===== config.mk =====
export PLATFORM = sky130hd
export DESIGN_NAME = input_sweep_gen
export DESIGN_NICKNAME = d
export VERILOG_FILES = /design/src/rtl/input_sweep_gen.sv
export SDC_FILE = /design/constraint.sdc
export NUM_CORES = 1
export LEC_CHECK = 0
export BUFFER_PORTS_ARGS = -buffer_cell sky130_fd_sc_hd__buf_2
export CORE_AREA = 2 2 83 85
export DETAILED_ROUTE_END_ITERATION = 8
export DIE_AREA = 0 0 85 87
export HOLD_SLACK_MARGIN = 0.08
export SYNTH_ARGS = -nofsm -noshare
export SYNTH_HDL_FRONTEND = slang
export SYNTH_SLANG_ARGS = --single-unit

===== constraint.sdc =====
create_clock -name clk -period 3 [get_ports clk]
set_clock_uncertainty 0.2 [all_clocks]
set_input_delay 0.15 -clock clk [delete_from_list [all_inputs] [get_ports clk]]
set_output_delay 0.15 -clock clk [all_outputs]
set_load 0.005 [all_outputs]

===== src/rtl/input_sweep_gen.sv =====
// Input sweep generator: applies {a,s,d} = 0..7 to a 3-in/2-out combinational
// block, holds each vector HOLD_CYCLES clocks, samples {x,y} at the end of each
// hold, packs the samples into a 16-bit word and compares it to EXPECTED.
module input_sweep_gen #(
  parameter int unsigned HOLD_CYCLES = 10,
  parameter logic [15:0] EXPECTED    = 16'h0000
) (
  input  logic        clk,
  input  logic        rst_n,
  input  logic        start,
  input  logic        x,
  input  logic        y,
  output logic        a,
  output logic        s,
  output logic        d,
  output logic [2:0]  vec_idx,
  output logic        busy,
  output logic        done,
  output logic [15:0] result,
  output logic        pass
);

  typedef enum logic [1:0] {IDLE, SWEEP, DONE} state_t;

  localparam logic [7:0] LP_LAST = 8'(HOLD_CYCLES - 1);

  state_t      r_state;
  logic [7:0]  r_cnt;
  logic [2:0]  r_vec;
  logic        r_busy;
  logic        r_done;
  logic        r_pass;
  logic [15:0] r_result;

  logic [15:0] w_result_next;
  logic        w_hold_end;

  assign w_hold_end = (r_cnt == LP_LAST);

  // Result word with the current {x,y} sample merged in; lets the final
  // compare include the sample taken on the same edge that enters DONE.
  always_comb begin
    w_result_next = r_result;
    w_result_next[{r_vec, 1'b0} +: 2] = {x, y};
  end

  // Sweep FSM: hold counter, vector index, sample packing and final compare.
  always_ff @(posedge clk or negedge rst_n) begin
    if (!rst_n) begin
      r_state  <= IDLE;
      r_cnt    <= '0;
      r_vec    <= '0;
      r_busy   <= 1'b0;
      r_done   <= 1'b0;
      r_pass   <= 1'b0;
      r_result <= '0;
    end else begin
      case (r_state)
        IDLE: begin
          if (start) begin
            r_state  <= SWEEP;
            r_busy   <= 1'b1;
            r_done   <= 1'b0;
            r_pass   <= 1'b0;
            r_result <= '0;
            r_vec    <= '0;
            r_cnt    <= '0;
          end
        end
        SWEEP: begin
          if (w_hold_end) begin
            r_result <= w_result_next;
            r_cnt    <= '0;
            if (r_vec == 3'd7) begin
              r_state <= DONE;
              r_busy  <= 1'b0;
              r_done  <= 1'b1;
              r_vec   <= '0;
              r_pass  <= (w_result_next == EXPECTED);
            end else begin
              r_vec <= r_vec + 3'd1;
            end
          end else begin
            r_cnt <= r_cnt + 8'd1;
          end
        end
        DONE: begin
          r_state <= IDLE;
        end
        default: begin
          r_state <= IDLE;
        end
      endcase
    end
  end

  assign a       = r_vec[2];
  assign s       = r_vec[1];
  assign d       = r_vec[0];
  assign vec_idx = r_vec;
  assign busy    = r_busy;
  assign done    = r_done;
  assign result  = r_result;
  assign pass    = r_pass;

endmodule


==> out/qor.txt, run 1 <==
most numerous cell in the Yosys netlist: o21ai_0
post-synth top area share: 42.3%
unique cell type count in the Yosys netlist: 47
register area share after synthesis: 42.3%
RePlAce Congestion: 0.882
Initial Util: 28.8%
CTS sink count: 32
RSZ-0062 raised after global routing: false
hold_buf cts: 2
Reg power frac: 35.5%
total global routing overflow: 0
Post-synth ARST share: 100%
synth top area cells: dfrtp_1 42%, o21ai_0 12%, nand2_1 5.2%
CTS buffer count: 5
Finish-stage setup viols: 0
final core occ: 34.1%
CP max stage cell: or4_4
Critical Path RT: 2990 ps
clk slew on worst S/H paths: 70 ps
final WL: 4790 µm
Clock Power Share: 18.7%
Most used DFF post-synth: dfrtp_1
status: finished, final reports clean
P_sw: 815 µW
Period minus WS final: 2650 ps
Core ar.: 0.00657 mm²
global-route wire length before repair: 7960 µm
CP max stage delay: 520 ps
Critical Path, Cell by Cell: inv_1, ha_1, ha_1, inv_2, or4_4, a21oi_2, nand4b_1, o41ai_2
Via density: 5.14
Crit. End Element: flop
Root Buffer: clkbuf_8
CTS tree: built
Mapped Cells: 211
initial antenna violation count: 0
WS Path Type: reg2reg
largest net degree at the start of global routing: 33
mux share of post-synthesis cell area: 0.595%
# nets final: 258
syn_area_per_cell: 8.97 µm²
number of detailed-route iterations in the first pass: 4
H-Tree Depth: 2
flop-to-flop setup slack: 350 ps
ANT cells: 0
Synth Area in XOR/XNOR: 0.926%
clk_lat worst skew: 280 ps
r2r worst-path depth: 8
Power per Cell Area: 843 mW/mm²
Netlist Area Pre-Place: 0.00189 mm²
vias in the first global route: 1599
input/output buffers: 29
combinational power share: 45.8%
hold crit path type: in2reg
Internal: 1070 µW
CTS max path bufs: 2
final slew viol count: 0
TNS Setup: 0 ps
synthesized flop and latch total: 32
Final Cycle Share: 88.2%
maximum vdd drop: 0.000317 V
min-delay src: x
via count: 1682
CP Max Fanout: 7
startpoint types: flop
initial DRC count: 142
Final HPWL DP: 3490 µm
synth warn: 0
critical path data arrival time: 2640 ps
Slew @ Worst Pin: 716 ps
gr usage total: 13.7%
die area: 0.00740 mm²
sw frac: 43.1%
simple-gate area share of the yosys netlist: 24.2%
die height: 87 µm
Compound-Gate Fraction of Synth Area: 22.9%
post-route ant nets: 0
Post-synth top cells: 44 x o21ai_0, 32 x dfrtp_1, 26 x nand2_1
f_max: 378 MHz
WL/cell: 14.7 µm
layout cells sized above 1: 22.3%
Layout Area Growth over Synthesis: 18.4%
reg2reg end: pass
Worst Hold Path EP: pass
final hold violation count: 0
worst r2r src: vec_idx[1]
synthesized net count: 223
Post CTS Setup Buffer Count: 0
Hold Crit Depth: 3
post-cts resize count: 0
most used cell, CP: ha_1
Adder-Cell Fraction of Synth Area: 4.63%
IO Pins: 30
Row Count: 30
main combinational cell family by area after synthesis: simple AND/OR/NAND/NOR gates
DIE WIDTH: 85 µm
Post-synth EDFFs: 0
cell type with the largest total area after synthesis: dfrtp_1
headroom to the max-slew limit: 52.2%
DRC viols: 0
max_cap viols: 0
leakage power total: 0.00101 µW
==> placed cells by master, fill, tap and decap left out, types with 6 or more instances in the layout <==
cell type / instances
inv_1: 8
clkbuf_8: 6
o21ai_0: 44
a21oi_1: 6
ha_1: 7
nand2_1: 26
buf_2: 29
dfrtp_1: 32
nor3_1: 7
nor2_1: 14
==> state kept, by name, summed over array words and instances (netlist names) <==
signal,cells
done,1
r_cnt,8
r_state,2
result,16
busy,1
vec_idx,3
pass,1
==> power groups by stage <==
stage / Sequential, µW / Combinational [µW] / Clock [µW]
2_1_floorplan: 662 / 628 / 0
3_3_place_gp: 673 / 845 / 0
3_5_place_dp: 677 / 860 / 0
4_1_cts: 670 / 864 / 367
5_1_grt: 689 / 976 / 383
6_report: 671 / 865 / 353
==> critical path: cells and delay by family, from the launching register on <==
family                     cells  cell delay (ps)
and+or+nand+nor                2              630
adders and majority gates      2              610
AOI/OAI and AO/OA              2              480
DFF                            1              450
buffers and inverters          2              180
==> routing by layer <==
metal / global-route usage, % / part of all wire [%] / up-vias / routed length (µm)
met5: 0 / 0 / - / 0
met4: 5.48 / 1.1 / 0 / 54
met3: 2.56 / 4.5 / 4 / 215
met2: 20.5 / 44 / 47 / 2130
met1: 19.4 / 50 / 795 / 2390
li1: - / - / 836 / -
==> worst max path at each step <==
| stage | startpoint | slack (ps) | depth (start not counted) | to |
|---|---|---|---|---|
| 4_1_cts | vec_idx[1] | 360 | 8 | pass |
| 5_1_grt | vec_idx[1] | 200 | 8 | pass |
| 3_3_place_gp | vec_idx[1] | 440 | 8 | pass |
| 6_report | vec_idx[1] | 350 | 8 | pass |
| 3_5_place_dp | vec_idx[1] | 340 | 8 | pass |
| 2_1_floorplan | vec_idx[0] | 440 | 8 | pass |
==> logic make-up after synthesis <==
logic type / after synthesis
AOI/OAI and AO/OA: 67
xor gates and xnor gates: 2
adders and majority gates: 7
buffers and inverters: 17
DFF: 32
muxes: 1
and+or+nand+nor: 85
==> stage by stage <==
stage	cell area (µm²)	setup slack, ps	total power, µW	instances	hold WS, ps
finish	2240	355	1890	327	88.3
global route	2240	202	2050	327	101
CTS	2240	355	1900	327	80.6
detailed placement	2130	342	1540	317	58.8
global placement	2130	438	1520	317	56.5
floorplan	1890	440	1290	211	-346
==> cell type report <==
class	count	area, µm²
clock buffer	7	86.3
clock inverter	1	7.51
fill	681	4330
inverter	9	33.8
multi-input combinational	162	1010
sequential	32	801
tap	80	100
timing repair buffer	36	203
No activity file was read; power rests on OpenSTA's default activity.
==> inputs of run 2 (changes only) <==
--- a/config.mk
+++ b/config.mk
@@ -10,6 +10,7 @@
 export DETAILED_ROUTE_END_ITERATION = 8
 export DIE_AREA = 0 0 85 87
 export HOLD_SLACK_MARGIN = 0.08
+export RECOVER_POWER = 100
 export SYNTH_ARGS = -nofsm -noshare
 export SYNTH_HDL_FRONTEND = slang
 export SYNTH_SLANG_ARGS = --single-unit
==> run 2 against run 1 <==
Net effect:
- the flow now finishes with violations (capacitance limit, slew limit)
- largest power group unchanged
- setup slack got worse by 53 ps
- flip-flop and latch count did not move
- global-route usage did not move
- core utilization fell by 0.93 points
- highest routed layer unchanged
- power fell by 2.1%
- non-clock buffer count did not move
- die area did not move
- sequential power fell by 1%
- cell area fell by 2.7%
- count of clock-buffer cells in the layout did not move
==> out/qor.txt, run 2 (synthesis gave the netlist of run 1 again) <==
status: finished with violations
failing checks: capacitance limit, slew limit
die area: 0.00740 mm²
IO Pins: 30
Placed Instances: 317
Reg power frac: 35.8%
WHS: 101 ps
post-route ant nets: 0
number of detailed-route iterations in the first pass: 4
Core ar.: 0.00657 mm²
Initial Util: 28.8%
gr usage total: 13.7%
CTS sink count: 32
CTS max path bufs: 2
final WL: 4810 µm
Layout Area Growth over Synthesis: 15.1%
CTS tree: built
CP max stage delay: 540 ps
fin cells: 327
Root Buffer: clkbuf_8
WS Path Type: reg2reg
headroom to the max-slew limit: -14.8%
most common cell after layout, fill and taps aside: o21ai_0
Critical Path, Cell by Cell: inv_1, ha_1, ha_1, inv_1, or4_4, a21oi_2, nand4b_1, o41ai_2
Final Cycle Share: 90.0%
die height: 87 µm
f_max: 371 MHz
P_sw: 797 µW
Power per Cell Area: 848 mW/mm²
Crit. End Element: flop
initial DRC count: 152
combinational power share: 45.2%
Period minus WS final: 2700 ps
total global routing overflow: 0
via count: 1711
RSZ-0062 raised after global routing: false
most frequent cells in the layout: 44 x o21ai_0, 32 x dfrtp_1, 26 x nand2_1, 17 x clkbuf_1, 16 x buf_2
initial antenna violation count: 0
Via density: 5.23
max_cap viols: 1
Clock Power Share: 18.9%
DRC viols: 0
RePlAce Congestion: 0.882
Final HPWL DP: 3490 µm
DIE WIDTH: 85 µm
filler cell count: 690
maximum vdd drop: 0.000316 V
TNS Setup: 0 ps
final hold violation count: 0
startpoint types: flop
largest net degree at the start of global routing: 33
Internal: 1050 µW
sw frac: 43.1%
final slew viol count: 33
global-route wire length before repair: 7960 µm
Critical Path RT: 2990 ps
Finish-stage setup viols: 0
CP Max Fanout: 7
ANT cells: 0
clk_lat worst skew: 280 ps
leakage power total: 0.000938 µW
max reg flops: 16
CP max stage cell: or4_4
WL/cell: 14.7 µm
hold crit path type: in2reg
H-Tree Depth: 2
vias in the first global route: 1599
input/output buffers: 29
# nets final: 258
Row Count: 30
CTS buffer count: 5
critical path data arrival time: 2690 ps
Slew @ Worst Pin: 1720 ps
layout cells sized above 1: 13.8%
clk slew on worst S/H paths: 70 ps
post-cts resize count: 0
## run 2: cell types whose count changed in the layout (fill, tap and decap cells not counted), sizes merged
cell and change:
buf -16, clkbuf +16
## run 2: area by class of cell
type,instances,area (µm²),area share (%)
Inverter,9,33.8,1.55
Tap cell,80,100,4.60
Timing Repair Buffer,36,175,8.04
Multi-Input combinational cell,162,975,44.7
Clock inverter,1,7.51,0.345
Clock buffer,7,86.3,3.96
Sequential cell,32,801,36.8
## run 2: path summary, 6_finish.rpt
kind	startpoint	endpoint	slack, ps	cells after the start
worst max-delay path	vec_idx[1]	pass	300	8
worst min-delay path	x	pass	100	3
worst max register to register	vec_idx[1]	pass	300	8
worst min register to register	result[13]	result[13]	330	2
max in group asynchronous	rst_n	vec_idx[1]	950	2
min in group asynchronous	rst_n	r_cnt[1]	650	2
## run 2: per-stage QoR
stage / instance area (µm²) / utilization (%) / power (µW) / setup slack (ps)
4_1_cts: 2240 / 34.1 / 1900 / 355
2_1_floorplan: 1890 / - / 1290 / 440
3_5_place_dp: 2130 / 32.4 / 1540 / 342
6_report: 2180 / 33.2 / 1850 / 301
3_3_place_gp: 2130 / 32.4 / 1520 / 438
5_1_grt: 2180 / 33.2 / 2010 / 133
## run 2: critical path: cells and delay by family (launching register included)
family	cells	cell delay [ps]
fa+ha+maj	2	600
compound gates	2	480
buf+inv	2	230
simple gates	2	650
flops	1	450
## run 2: repair_timing
item                      4_1_cts  5_1_grt
hold buffers                    2        0
hold endpoints to repair       34        0
setup buffers                   0        0
## run 2: power by group through the flow
stage | registers [µW] | clock network [µW] | logic (µW)
floorplan | 662 | 0 | 628
global placement | 673 | 0 | 845
detailed placement | 677 | 0 | 860
CTS | 670 | 367 | 864
global route | 682 | 383 | 945
finish | 662 | 350 | 836
## run 2: per-layer routing
layer / share of wire (%) / global-route usage [%] / up-vias
met1: 49 / 19.4 / 804
met3: 6.1 / 2.56 / 5
li1: - / - / 838
met5: 0 / 0 / -
met4: 1.2 / 5.48 / 0
met2: 43 / 20.5 / 64
==> inputs of run 3 (changes only) <==
--- a/config.mk
+++ b/config.mk
@@ -5,6 +5,7 @@
 export SDC_FILE = /design/constraint.sdc
 export NUM_CORES = 1
 export LEC_CHECK = 0
+export ABC_AREA = 1
 export BUFFER_PORTS_ARGS = -buffer_cell sky130_fd_sc_hd__buf_2
 export CORE_AREA = 2 2 83 85
 export DETAILED_ROUTE_END_ITERATION = 8
==> run 3 against run 2 <==
Net effect:
- sequential share of layout area down 0.11 points
- global-route usage decreased by 0.42 points
- synthesized cell count increased by 16%
- die area unchanged
- the flow still finishes with violations (capacitance limit, slew limit)
- first-iteration DRC count shrank 8.6%
- highest routed layer unchanged
- core utilization grew 0.095 points
- cell area is 0.29% higher
==> out/qor.txt, run 3 <==
die area: 0.00740 mm²
layout cells sized above 1: 12.9%
largest delay contributor family on the critical path: simple AND/OR/NAND/NOR gates
Post-synth top cells: 66 x nand2_1, 32 x dfrtp_1, 29 x inv_1
Internal: 627 µW
gr usage total: 13.2%
most numerous cell in the Yosys netlist: nand2_1
RePlAce Congestion: 0.888
synth warn: 0
hold crit path type: reg2reg
startpoint types: flop
Row Count: 30
H-Tree Depth: 2
CP bufs+invs: 1
Critical Path, Cell by Cell: inv_1, ha_1, ha_1, nand2_1, nor2_1, nand2_1, nand2_1, nand2_1, nand3_1, nor2_1, nand3_1, nand2_1
WS Path Type: reg2reg
syn_area_per_cell: 7.84 µm²
Slew @ Worst Pin: 1710 ps
Reg power frac: 53.5%
Clock Power Share: 42.9%
P_sw: 188 µW
vias in the first global route: 1613
r2r worst-path depth: 12
final WL: 4420 µm
min-delay src: busy
RSZ-0062 raised after global routing: false
post-synth top area share: 41.9%
initial antenna violation count: 0
synthesized net count: 256
leakage power total: 0.00107 µW
IO Pins: 30
most used cell, CP: nand2_1
Critical Path RT: 2990 ps
Core ar.: 0.00657 mm²
f_max: 398 MHz
final slew viol count: 33
combinational power share: 3.6%
most common cell after layout, fill and taps aside: nand2_1
input/output buffers: 29
failing checks: capacitance limit, slew limit
post-cts resize count: 0
number of detailed-route iterations in the first pass: 4
Final Cycle Share: 83.8%
Root Buffer: clkbuf_8
CP Max Fanout: 10
Via density: 4.67
CTS sink count: 32
CTS max path bufs: 2
Worst Hold Path EP: busy
initial DRC count: 139
Crit. End Element: flop
die height: 87 µm
status: finished with violations
final hold violation count: 0
Post-synth EDFFs: 0
via count: 1671
Mapped Cells: 244
final core occ: 33.3%
TNS Setup: 0 ps
most frequent cells in the layout: 68 x nand2_1, 32 x dfrtp_1, 30 x inv_1, 24 x o21ai_0, 20 x nand3_1
total global routing overflow: 0
unique cell type count in the Yosys netlist: 26
ANT cells: 0
clk_lat worst skew: 280 ps
Period minus WS final: 2510 ps
# nets final: 289
Initial Util: 29.1%
clk slew on worst S/H paths: 80 ps
Place WS: 606 ps
Most used DFF post-synth: dfrtp_1
CTS tree: built
Layout Area Growth over Synthesis: 14.2%
Power per Cell Area: 373 mW/mm²
DIE WIDTH: 85 µm
critical path data arrival time: 2500 ps
area post-placement: 0.00210 mm²
largest net degree at the start of global routing: 33
Hold Crit Depth: 2
register area share after synthesis: 41.9%
Post-synth ARST share: 100%
reg2reg end: pass
global-route wire length before repair: 7750 µm
CP max stage cell: ha_1
max_cap viols: 1
DRC viols: 0
filler cell count: 713
Final HPWL DP: 3320 µm
headroom to the max-slew limit: -13.9%
CP max stage delay: 520 ps
worst r2r src: vec_idx[0]
post-route ant nets: 0
synth top area cells: dfrtp_1 42%, nand2_1 13%, o21ai_0 6.3%
sw frac: 23.0%
Netlist Area Pre-Place: 0.00191 mm²
Finish-stage setup viols: 0
WL/cell: 12.3 µm
max reg flops: 16
final instance area: 0.00218 mm²
cell type with the largest total area after synthesis: dfrtp_1
synthesized flop and latch total: 32
maximum vdd drop: 0.000133 V
Worst Setup Slack, final: 485 ps
CTS buffer count: 5
flop-to-flop setup slack: 490 ps
## run 3: cells by family (layout without fill, tap and decap cells)
logic type               Yosys count  in the layout  synth area share [%]
flip-flops                        32             32                  41.9
adder cells (fa/ha/maj)            7              7                  4.58
AO/OA/AOI/OAI                     38             38                  10.7
AND/OR/NAND/NOR                  124            124                  31.9
XOR/XNOR                           3              3                  1.37
buffers and inverters             40             74                  9.61
## run 3: power groups by stage
stage | sequential [µW] | clock (µW) | combinational (µW)
after floorplan | 444 | 0 | 8.01
after global placement | 444 | 0 | 26.7
after detailed placement | 444 | 0 | 26.8
after CTS | 436 | 364 | 31.0
after global routing | 436 | 383 | 34.1
final | 436 | 350 | 28.9
## run 3: how the worst max path moves through the flow
stage                     from   end  depth (start not counted)  slack (ps)
finish              vec_idx[0]  pass                         12         490
global route        vec_idx[0]  pass                         11         240
CTS                 vec_idx[0]  pass                         13         610
detailed placement  vec_idx[0]  pass                         13         610
global placement    vec_idx[0]  pass                         12         630
floorplan           vec_idx[0]  pass                         14         890
## run 3: worst reg2reg max path, cell delays in order (launching register included)
cell     delay (ps)
dfrtp_1         450
inv_1           190
ha_1            250
ha_1            520
nand2_1         110
nor2_1          180
nand2_1         120
nand2_1          70
nand2_1          50
nand3_1         110
nor2_1           50
nand3_1          70
nand2_1          50
## run 3: stage by stage
step / total power, µW / cells / hold slack (ps)
2_1_floorplan: 452 / 244 / -346
3_5_place_dp: 471 / 346 / 55.2
4_1_cts: 831 / 358 / 276
3_3_place_gp: 471 / 346 / 50.4
6_report: 815 / 358 / 286
5_1_grt: 853 / 358 / 337
## run 3: timing repair
action                    CTS  global route
buffers inserted            0             0
hold buffers                4             0
hold endpoints to repair   38             0
## run 3: layout make-up
| type | count | area, µm² | share of cell area, % |
|---|---|---|---|
| repair buffers | 33 | 161 | 7.39 |
| flip-flops and latches | 32 | 801 | 36.7 |
| inverters | 33 | 124 | 5.67 |
| clock inverters | 2 | 10.0 | 0.458 |
| multi-input cells | 172 | 906 | 41.5 |
| well taps | 80 | 100 | 4.58 |
| clock buffers | 6 | 82.6 | 3.78 |
## run 3: metal layers
metal	up-vias	global-route usage, %	routed length (µm)
li1	858	-	-
met1	775	18.0	2200
met2	31	20.2	1960
met3	7	3.32	174
met4	0	5.19	82
met5	-	0	0
